## src/rtl/maze_path_replayer_pkg.sv

```systemverilog
// Shared types for the maze path replayer: moves, failure causes, FSM states, FIFO entry
// and the single-step target helper.
package maze_path_replayer_pkg;

  localparam int unsigned MAZE_DIM = 16;
  localparam int unsigned COORD_W  = 4;
  localparam int unsigned MOVE_W   = 2;

  typedef enum logic [MOVE_W-1:0] {
    MV_RIGHT = 2'b00,
    MV_UP    = 2'b01,
    MV_LEFT  = 2'b10,
    MV_DOWN  = 2'b11
  } move_t;

  typedef enum logic [1:0] {
    FC_NONE     = 2'b00,
    FC_WALL     = 2'b01,
    FC_OOB      = 2'b10,
    FC_OFF_GOAL = 2'b11
  } fail_code_t;

  typedef enum logic [2:0] {
    ST_IDLE,
    ST_RUN,
    ST_LOOK,
    ST_DONE,
    ST_FAIL
  } replay_state_t;

  typedef struct packed {
    logic  last;
    move_t move;
  } mv_entry_t;

  typedef struct packed {
    logic [COORD_W-1:0] x;
    logic [COORD_W-1:0] y;
    logic               oob;
  } step_t;

  // Target cell of one move; oob flags a step off the grid edge.
  function automatic step_t step_target(input logic [COORD_W-1:0] cx,
                                        input logic [COORD_W-1:0] cy,
                                        input move_t              mv);
    step_t              s;
    logic [COORD_W-1:0] max_c;
    max_c = COORD_W'(MAZE_DIM - 1);
    s     = '{x: cx, y: cy, oob: 1'b0};
    unique case (mv)
      MV_RIGHT: begin s.oob = (cx == max_c);   s.x = cx + COORD_W'(1); end
      MV_UP:    begin s.oob = (cy == '0);      s.y = cy - COORD_W'(1); end
      MV_LEFT:  begin s.oob = (cx == '0);      s.x = cx - COORD_W'(1); end
      MV_DOWN:  begin s.oob = (cy == max_c);   s.y = cy + COORD_W'(1); end
    endcase
    return s;
  endfunction

endpackage

```

## src/rtl/maze_path_replayer_if.sv

```systemverilog
// Move stream from the maze solver (master) into the replayer (slave).
interface maze_path_replayer_if;
  import maze_path_replayer_pkg::*;

  logic  mv_valid;
  move_t mv_data;
  logic  mv_last;
  logic  mv_ready;

  modport master (output mv_valid, output mv_data, output mv_last, input  mv_ready);
  modport slave  (input  mv_valid, input  mv_data, input  mv_last, output mv_ready);

endinterface

```

## src/rtl/maze_path_replayer_move_fifo.sv

```systemverilog
// DEPTH x {last, move} FIFO with show-ahead read and synchronous flush.
// full_next is the full flag of the following cycle, used to register the upstream ready.
module maze_path_replayer_move_fifo
  import maze_path_replayer_pkg::*;
#(
  parameter int unsigned DEPTH = 256,
  parameter int unsigned AW    = 8
) (
  input  logic      clk,
  input  logic      rst,
  input  logic      flush,
  input  logic      push,
  input  mv_entry_t push_data,
  input  logic      pop,
  output mv_entry_t rd_data,
  output logic      empty,
  output logic      full_next
);

  localparam int unsigned CW       = AW + 1;
  localparam logic [CW-1:0] FULL_CNT = CW'(DEPTH);

  mv_entry_t         mem_q [DEPTH];
  logic [AW-1:0]     wr_ptr_q, wr_ptr_d, rd_ptr_q, rd_ptr_d;
  logic [CW-1:0]     cnt_q, cnt_d;
  logic              do_push, do_pop;

  always_comb begin
    do_push  = push && (cnt_q != FULL_CNT) && !flush;
    do_pop   = pop && (cnt_q != '0) && !flush;
    wr_ptr_d = wr_ptr_q;
    rd_ptr_d = rd_ptr_q;
    cnt_d    = cnt_q;
    if (flush) begin
      wr_ptr_d = '0;
      rd_ptr_d = '0;
      cnt_d    = '0;
    end else begin
      if (do_push) wr_ptr_d = wr_ptr_q + AW'(1);
      if (do_pop)  rd_ptr_d = rd_ptr_q + AW'(1);
      cnt_d = cnt_q + CW'(do_push) - CW'(do_pop);
    end
  end

  always_ff @(posedge clk or negedge rst) begin
    if (!rst) begin
      wr_ptr_q <= '0;
      rd_ptr_q <= '0;
      cnt_q    <= '0;
    end else begin
      wr_ptr_q <= wr_ptr_d;
      rd_ptr_q <= rd_ptr_d;
      cnt_q    <= cnt_d;
    end
  end

  always_ff @(posedge clk) begin
    if (do_push) mem_q[wr_ptr_q] <= push_data;
  end

  assign rd_data   = mem_q[rd_ptr_q];
  assign empty     = (cnt_q == '0);
  assign full_next = (cnt_d == FULL_CNT);

endmodule

```

## src/rtl/maze_path_replayer.sv

```systemverilog
// Replays buffered rat moves from (0,0) against the maze memory, checking bounds and walls,
// and reports done on a clean walk ending at the goal, else fail with a cause code.
module maze_path_replayer
  import maze_path_replayer_pkg::*;
#(
  parameter int unsigned DEPTH      = 256,
  parameter int unsigned AW         = 8,
  parameter int unsigned STEP_DELAY = 0,
  parameter int unsigned GOAL_X     = 15,
  parameter int unsigned GOAL_Y     = 15
) (
  input  logic                 clk,
  input  logic                 rst,
  input  logic                 start,
  maze_path_replayer_if.slave  mv,
  output logic [COORD_W-1:0]   x,
  output logic [COORD_W-1:0]   y,
  input  logic                 dout,
  output logic [COORD_W-1:0]   px,
  output logic [COORD_W-1:0]   py,
  output logic                 step_valid,
  output logic [AW:0]          step_cnt,
  output logic                 done,
  output logic                 fail,
  output logic [1:0]           fail_code
);

  localparam int unsigned CW = AW + 1;
  localparam int unsigned DW = (STEP_DELAY > 0) ? $clog2(STEP_DELAY + 1) : 1;
  localparam logic [COORD_W-1:0] GX = COORD_W'(GOAL_X);
  localparam logic [COORD_W-1:0] GY = COORD_W'(GOAL_Y);

  replay_state_t      state_q, state_d;
  logic [COORD_W-1:0] px_q, px_d, py_q, py_d, nx_q, nx_d, ny_q, ny_d;
  logic [COORD_W-1:0] addr_x_q, addr_x_d, addr_y_q, addr_y_d;
  logic [DW-1:0]      delay_q, delay_d;
  logic [CW-1:0]      step_cnt_q, step_cnt_d;
  logic               last_q, last_d, last_seen_q, last_seen_d;
  logic               step_valid_q, step_valid_d, done_q, done_d, fail_q, fail_d;
  logic               mv_ready_q, mv_ready_d;
  fail_code_t         fail_code_q, fail_code_d;

  logic      push, pop, flush, fifo_empty, fifo_full_next;
  mv_entry_t head;
  step_t     tgt;

  assign push = mv.mv_valid && mv_ready_q;
  assign tgt  = step_target(px_q, py_q, head.move);

  maze_path_replayer_move_fifo #(.DEPTH(DEPTH), .AW(AW)) u_fifo (
    .clk       (clk),
    .rst       (rst),
    .flush     (flush),
    .push      (push),
    .push_data ('{last: mv.mv_last, move: mv.mv_data}),
    .pop       (pop),
    .rd_data   (head),
    .empty     (fifo_empty),
    .full_next (fifo_full_next)
  );

  // Replay sequencing: RUN pops and addresses the target cell, LOOK checks the wall bit and commits.
  always_comb begin
    state_d      = state_q;
    px_d         = px_q;
    py_d         = py_q;
    nx_d         = nx_q;
    ny_d         = ny_q;
    last_d       = last_q;
    addr_x_d     = addr_x_q;
    addr_y_d     = addr_y_q;
    delay_d      = delay_q;
    step_cnt_d   = step_cnt_q;
    step_valid_d = 1'b0;
    done_d       = done_q;
    fail_d       = fail_q;
    fail_code_d  = fail_code_q;
    last_seen_d  = last_seen_q | (push & mv.mv_last);
    pop          = 1'b0;
    flush        = 1'b0;
    unique case (state_q)
      ST_IDLE, ST_DONE, ST_FAIL: begin
        if (start) begin
          state_d     = ST_RUN;
          px_d        = '0;
          py_d        = '0;
          addr_x_d    = '0;
          addr_y_d    = '0;
          last_d      = 1'b0;
          delay_d     = '0;
          step_cnt_d  = '0;
          done_d      = 1'b0;
          fail_d      = 1'b0;
          fail_code_d = FC_NONE;
          last_seen_d = 1'b0;
          flush       = 1'b1;
        end
      end
      ST_RUN: begin
        if (delay_q != '0) begin
          delay_d = delay_q - DW'(1);
        end else if (!fifo_empty) begin
          pop = 1'b1;
          if (tgt.oob) begin
            state_d     = ST_FAIL;
            fail_d      = 1'b1;
            fail_code_d = FC_OOB;
          end else begin
            nx_d     = tgt.x;
            ny_d     = tgt.y;
            last_d   = head.last;
            addr_x_d = tgt.x;
            addr_y_d = tgt.y;
            state_d  = ST_LOOK;
          end
        end
      end
      ST_LOOK: begin
        if (dout) begin
          state_d     = ST_FAIL;
          fail_d      = 1'b1;
          fail_code_d = FC_WALL;
        end else begin
          px_d         = nx_q;
          py_d         = ny_q;
          step_valid_d = 1'b1;
          step_cnt_d   = (step_cnt_q == '1) ? step_cnt_q : step_cnt_q + CW'(1);
          delay_d      = DW'(STEP_DELAY);
          if (!last_q) begin
            state_d = ST_RUN;
          end else if (nx_q == GX && ny_q == GY) begin
            state_d = ST_DONE;
            done_d  = 1'b1;
          end else begin
            state_d     = ST_FAIL;
            fail_d      = 1'b1;
            fail_code_d = FC_OFF_GOAL;
          end
        end
      end
      default: state_d = ST_IDLE;
    endcase
  end

  // Full blocks acceptance regardless of a same-cycle pop, since full_next ignores future pops.
  assign mv_ready_d = ((state_d == ST_RUN) || (state_d == ST_LOOK)) && !fifo_full_next && !last_seen_d;

  always_ff @(posedge clk or negedge rst) begin
    if (!rst) begin
      state_q      <= ST_IDLE;
      px_q         <= '0;
      py_q         <= '0;
      nx_q         <= '0;
      ny_q         <= '0;
      last_q       <= 1'b0;
      addr_x_q     <= '0;
      addr_y_q     <= '0;
      delay_q      <= '0;
      step_cnt_q   <= '0;
      step_valid_q <= 1'b0;
      done_q       <= 1'b0;
      fail_q       <= 1'b0;
      fail_code_q  <= FC_NONE;
      last_seen_q  <= 1'b0;
      mv_ready_q   <= 1'b0;
    end else begin
      state_q      <= state_d;
      px_q         <= px_d;
      py_q         <= py_d;
      nx_q         <= nx_d;
      ny_q         <= ny_d;
      last_q       <= last_d;
      addr_x_q     <= addr_x_d;
      addr_y_q     <= addr_y_d;
      delay_q      <= delay_d;
      step_cnt_q   <= step_cnt_d;
      step_valid_q <= step_valid_d;
      done_q       <= done_d;
      fail_q       <= fail_d;
      fail_code_q  <= fail_code_d;
      last_seen_q  <= last_seen_d;
      mv_ready_q   <= mv_ready_d;
    end
  end

  // The address leads by one cycle so the memory answers during LOOK.
  assign x           = addr_x_d;
  assign y           = addr_y_d;
  assign px          = px_q;
  assign py          = py_q;
  assign step_valid  = step_valid_q;
  assign step_cnt    = step_cnt_q;
  assign done        = done_q;
  assign fail        = fail_q;
  assign fail_code   = fail_code_q;
  assign mv.mv_ready = mv_ready_q;

endmodule

```

## src/flat_wrapper.sv

```systemverilog
// flat-port wrapper written by rule: the top's interface ports become plain ports
module maze_path_replayer_flat import maze_path_replayer_pkg::*;
#(
  parameter int unsigned DEPTH      = 256,
  parameter int unsigned AW         = 8,
  parameter int unsigned STEP_DELAY = 0,
  parameter int unsigned GOAL_X     = 15,
  parameter int unsigned GOAL_Y     = 15
)
  (clk, rst, start, x, y, dout, px, py, step_valid, step_cnt, done, fail, fail_code, mv_mv_valid, mv_mv_data, mv_mv_last, mv_mv_ready);
  maze_path_replayer_if mv_i ();
  input  logic clk;
  input  logic rst;
  input  logic start;
  output logic [COORD_W-1:0] x;
  output logic [COORD_W-1:0] y;
  input  logic dout;
  output logic [COORD_W-1:0] px;
  output logic [COORD_W-1:0] py;
  output logic step_valid;
  output logic [AW:0] step_cnt;
  output logic done;
  output logic fail;
  output logic [1:0] fail_code;
  input wire logic [$bits(mv_i.mv_valid)-1:0] mv_mv_valid;
  input wire logic [$bits(mv_i.mv_data)-1:0] mv_mv_data;
  input wire logic [$bits(mv_i.mv_last)-1:0] mv_mv_last;
  output wire logic [$bits(mv_i.mv_ready)-1:0] mv_mv_ready;
  assign mv_i.mv_valid = mv_mv_valid;
  assign mv_i.mv_data = mv_mv_data;
  assign mv_i.mv_last = mv_mv_last;
  assign mv_mv_ready = mv_i.mv_ready;
  maze_path_replayer #(.DEPTH(DEPTH), .AW(AW), .STEP_DELAY(STEP_DELAY), .GOAL_X(GOAL_X), .GOAL_Y(GOAL_Y)) u_core (.clk(clk), .rst(rst), .start(start), .mv(mv_i), .x(x), .y(y), .dout(dout), .px(px), .py(py), .step_valid(step_valid), .step_cnt(step_cnt), .done(done), .fail(fail), .fail_code(fail_code));
endmodule
```

## config.mk

```make
export PLATFORM = sky130hd
export DESIGN_NAME = maze_path_replayer_flat
export DESIGN_NICKNAME = d
export VERILOG_FILES = /design/src/rtl/maze_path_replayer_pkg.sv /design/src/rtl/maze_path_replayer_if.sv /design/src/rtl/maze_path_replayer_move_fifo.sv /design/src/rtl/maze_path_replayer.sv /design/src/flat_wrapper.sv
export SDC_FILE = /design/constraint.sdc
export NUM_CORES = 1
export LEC_CHECK = 0
export BUFFER_PORTS_ARGS = -buffer_cell sky130_fd_sc_hd__buf_2
export CAP_MARGIN = 20
export CORE_ASPECT_RATIO = 1.2
export CORE_UTILIZATION = 56
export DETAILED_ROUTE_END_ITERATION = 8
export PLACE_DENSITY = 0.75
export SYNTH_ARGS = -nofsm -noshare
export SYNTH_HDL_FRONTEND = slang
export SYNTH_SLANG_ARGS = --single-unit
export TNS_END_PERCENT = 1
```

## constraint.sdc

```tcl
create_clock -name clk -period 5.1 [get_ports clk]
set_input_delay 0.765 -clock clk [delete_from_list [all_inputs] [get_ports clk]]
set_output_delay 0.765 -clock clk [all_outputs]
set_load 0.01 [all_outputs]
```

==> out/qor.csv <==
metric,value,unit
outcome,"finished, violations left",
violated checks,negative setup slack,
reg2reg path depth,17,
total track usage,28.0,%
detailed placement HPWL,50000,um
Sw Ratio,28.9,%
CP Cell Sequence,buf_12 -> mux4_2 -> a22o_1 -> a221oi_2 -> o22ai_1 -> nor3_2 -> o22ai_2 -> a311oi_2 -> ha_2 -> or4b_4 -> o221ai_4 -> o21ai_4 -> nor2b_4 -> nand2_1 -> a22o_1 -> a22o_1 -> buf_2,
WP buf/inv,2,
Post-CTS Hold Buffers,0,
Setup CP Type,register to output port,
average size of a mapped cell,17.4,um^2
Final Hold Slack,0.223,ns
Fin. Hold Viols,0,
Int Pwr,14.2,mW
WL per Instance,28.2,um
"Req. time, crit path",4.34,ns
VDD IR max,0.330,mV
Worst-path clk slew,0.07,ns
YS warnings,0,
TritonCTS clock tree,yes,
Final Cycle Share,116,%
DIE HEIGHT,273,um
Row Count,98,
largest net degree at the start of global routing,144,
Min-Delay Path Class,primary input to asynchronous set/reset pin,
CTS root buffer,clkbuf_16,
Slowest cell on crit path,mux4_2,
Crit Reg-Reg Endpoint,u_core.last_q$_DFFE_PN0P_,
Logic pwr share,30.3,%
"non-filler cells, final",2989,
Layout Utilization,66.1,%
sequential group share of total power,39.3,%
H-tree lvl count,3,
port buffer count,38,
Psw,5.77,mW
Starting Density,57.0,%
R2R setup slack,0.07,ns
clock skew,0.0250,ns
later-pin clock latency in the skew report,0.63,ns
first-pass GRT wire length,126000,um
nets,2163,
WP data arrival,5.15,ns
MaxCap Viol Count,0,
initial antenna violation count,0,
Syn Std Cell Area,34200,um^2
Synth Register Bits,837,
RePlAce Congestion,0.888,
Setup crit end kind,output port,
asr flop ratio synth,8.24,%
Synth cell types,61,
Slew @ Worst Pin,1.09,ns
Clock Tree Buf Depth,3,
"Top FF cell, synth",edfxtp_1,
Core ar.,60000,um^2
critical path launch point type,register,
Clock Power Share,30.3,%
full die area,62000,um^2
Final WS setup,-0.812,ns
Rel. slew slack,27.4,%
ANT nets after route,0,
final setup fails,8,
Crit Reg-Reg Startpoint,u_core.u_fifo.rd_ptr_q[0]$_DFFE_PN0P_,
Fmax,0.169,GHz
via/cell ratio,6.52,
Lkg Pwr,13.0,nW
crit path max fanout,15,
syn_nets,1998,
delay of the slowest critical-path stage,0.51,ns
cell family with the largest share of critical-path delay,compound AO/OA/AOI/OAI gates,
GR Overflow Total,0,
Power Dens Cells,504,nW/um^2
DRC viols,0,
share of layout cells above drive strength 1,27.5,%
Post-synth EDFFs,768,
Mapped Cells,1960,
final slew viol count,0,
n_diodes,0,
Via Count,19477,
RSZ-0062 raised after global routing,true,
Final Critical Period,5.91,ns
DP Cell Count,2807,
Inserted Clock Buffers,79,
# IOs,39,
total wire length,84200,um
Initial DRC Count,2269,
"Seq/Total Area, Yosys",72.5,%
Detailed Routing Iterations Pass 1,5,
clock sink count,837,
Tot Pwr,20.0,mW
Critical Path Most Common Cell,a22o_1,
area grow syn2layout,15.9,%
vias in the first global route,20027,
width of the chip,228,um
==> placed cells by master (no fill, tap or decap), types with 7 or more instances in the layout <==
| master | netlist | routed |
|---|---|---|
| a22oi_1 | 46 | 39 |
| clkbuf_16 | 0 | 83 |
| ha_1 | 27 | 23 |
| clkinv_4 | 0 | 7 |
| a22oi_2 | 0 | 7 |
| nand2_1 | 83 | 76 |
| clkbuf_1 | 76 | 8 |
| buf_4 | 8 | 127 |
| clkinv_1 | 0 | 15 |
| xor2_1 | 13 | 13 |
| buf_12 | 0 | 24 |
| clkinvlp_4 | 0 | 9 |
| mux4_2 | 192 | 192 |
| clkinv_2 | 0 | 8 |
| a21oi_1 | 49 | 45 |
| bufinv_16 | 0 | 9 |
| buf_2 | 15 | 33 |
| nor2b_1 | 12 | 9 |
| dfrtp_1 | 69 | 67 |
| nand3_1 | 22 | 18 |
| inv_1 | 30 | 29 |
| o21ai_0 | 29 | 25 |
| o22ai_1 | 11 | 7 |
| a22o_1 | 23 | 23 |
| a21o_1 | 8 | 8 |
| nand4_1 | 7 | 7 |
| buf_6 | 8 | 11 |
| nand2_2 | 0 | 7 |
| nor2_1 | 315 | 311 |
| xnor2_1 | 15 | 15 |
| edfxtp_1 | 768 | 768 |
| a221oi_2 | 9 | 13 |
==> how the worst max path moves through the flow <==
stage | from | end | slack, ns | cells past startpoint
3_5_place_dp | u_core.u_fifo.rd_ptr_q[0]$_DFFE_PN0P_ | x[1] | -0.59 | 18
3_3_place_gp | u_core.u_fifo.rd_ptr_q[0]$_DFFE_PN0P_ | y[3] | -0.36 | 19
6_report | u_core.u_fifo.rd_ptr_q[0]$_DFFE_PN0P_ | y[1] | -0.81 | 17
2_1_floorplan | u_core.u_fifo.rd_ptr_q[1]$_DFFE_PN0P_ | x[2] | 0.08 | 17
4_1_cts | u_core.u_fifo.rd_ptr_q[0]$_DFFE_PN0P_ | y[3] | -0.70 | 19
5_1_grt | u_core.u_fifo.rd_ptr_q[0]$_DFFE_PN0P_ | x[0] | -0.94 | 20
==> registers in the layout, summed over array words and instances, names as in the netlist <==
register and flops:
u_core.u_fifo.mem_q 768, u_core.step_cnt 9, u_core.u_fifo.cnt_q 9, u_core.u_fifo.rd_ptr_q 8, u_core.u_fifo.wr_ptr_q 8, u_core.addr_x_q 4, u_core.addr_y_q 4, u_core.nx_q 4
u_core.ny_q 4, u_core.px 4, u_core.py 4, u_core.state_q 3, u_core.fail_code 2, u_core.done 1, u_core.fail 1, u_core.last_q 1
u_core.last_seen_q 1, u_core.mv.mv_ready 1, u_core.step_valid 1
==> cells in the mapped netlist (all sizes together) (4+ instances only) <==
cell | instances | area [um^2]
a211oi | 5 | 37.5
a21o | 8 | 60.1
a21oi | 49 | 245
a221oi | 21 | 240
a22o | 23 | 201
a22oi | 46 | 345
a31oi | 6 | 37.5
and2 | 6 | 37.5
and3 | 5 | 31.3
buf | 41 | 274
clkbuf | 77 | 290
dfrtp | 69 | 1730
edfxtp | 768 | 23100
ha | 27 | 338
inv | 31 | 116
mux2i | 5 | 50.1
mux4 | 192 | 4320
nand2 | 83 | 312
nand2b | 7 | 43.8
nand3 | 22 | 110
nand4 | 7 | 43.8
nor2 | 315 | 1180
nor2b | 12 | 75.1
nor3 | 11 | 55.1
nor4 | 4 | 25.0
o21ai | 32 | 160
o221ai | 4 | 35.0
o22ai | 11 | 68.8
o31ai | 4 | 30.0
or2 | 4 | 25.0
or3 | 5 | 31.3
xnor2 | 15 | 131
xor2 | 13 | 114
==> power groups by stage <==
| stage | clock (mW) | combinational [mW] | sequential [mW] |
|---|---|---|---|
| 2_1_floorplan | 0 | 3.29 | 7.94 |
| 3_3_place_gp | 0 | 4.96 | 7.97 |
| 3_5_place_dp | 0 | 5.10 | 7.98 |
| 4_1_cts | 6.10 | 5.77 | 7.85 |
| 5_1_grt | 6.35 | 6.42 | 7.87 |
| 6_report | 6.06 | 6.05 | 7.86 |
==> layout make-up <==
cell class / instances / area, um^2
Inverter: 31 / 116
Timing Repair Buffer: 202 / 1900
Fill cell: 3720 / 20300
Multi-Input combinational cell: 974 / 9130
Tap cell: 800 / 1000
Clock buffer: 94 / 2150
Sequential cell: 837 / 24800
Clock inverter: 51 / 537
==> metrics by stage <==
stage               TNS [ns]  cell area, um^2  setup slack [ns]
floorplan                  0            34200            0.0795
CTS                    -5.22            39500            -0.703
detailed placement     -3.96            36100            -0.585
global placement       -2.66            36100            -0.357
finish                 -6.38            39600            -0.812
global route           -7.35            39600            -0.940
==> metal layers <==
metal	vias up	wire length, um	track usage [%]
li1	8074	-	-
met1	10090	31000	36.4
met2	1092	42500	46.6
met3	221	6720	4.53
met4	0	3870	12.9
met5	-	0	0
==> cells by family (layout without fill, tap and decap cells) <==
| kind of cell | after synthesis | after routing | synth area share, % |
|---|---|---|---|
| and+or+nand+nor | 489 | 489 | 5.97 |
| muxes | 200 | 200 | 12.9 |
| xor gates and xnor gates | 28 | 28 | 0.717 |
| DFF | 837 | 837 | 72.5 |
| adders and majority gates | 30 | 30 | 1.16 |
| buffers and inverters | 149 | 378 | 1.99 |
| AOI/OAI and AO/OA | 227 | 227 | 4.76 |
==> what timing repair did <==
action	in CTS	in global routing
setup endpoints to repair	9	9
gates resized for setup	72	17
pin swaps	38	16
setup buffers	22	13
cloned	3	0
==> worst register-to-register path, stage by stage (launching register included) <==
cell	delay [ns]
dfrtp_4	0.48
buf_12	0.17
mux4_2	0.51
a22o_1	0.26
a221oi_2	0.24
o22ai_1	0.14
nor3_2	0.37
o22ai_2	0.22
a311oi_2	0.32
ha_2	0.26
or4b_4	0.48
o221ai_4	0.24
o21ai_4	0.12
and2_2	0.27
buf_4	0.17
nand3_1	0.11
nor4_1	0.08
or4_1	0.46
Note: power is estimated with default switching activity, not from simulation.
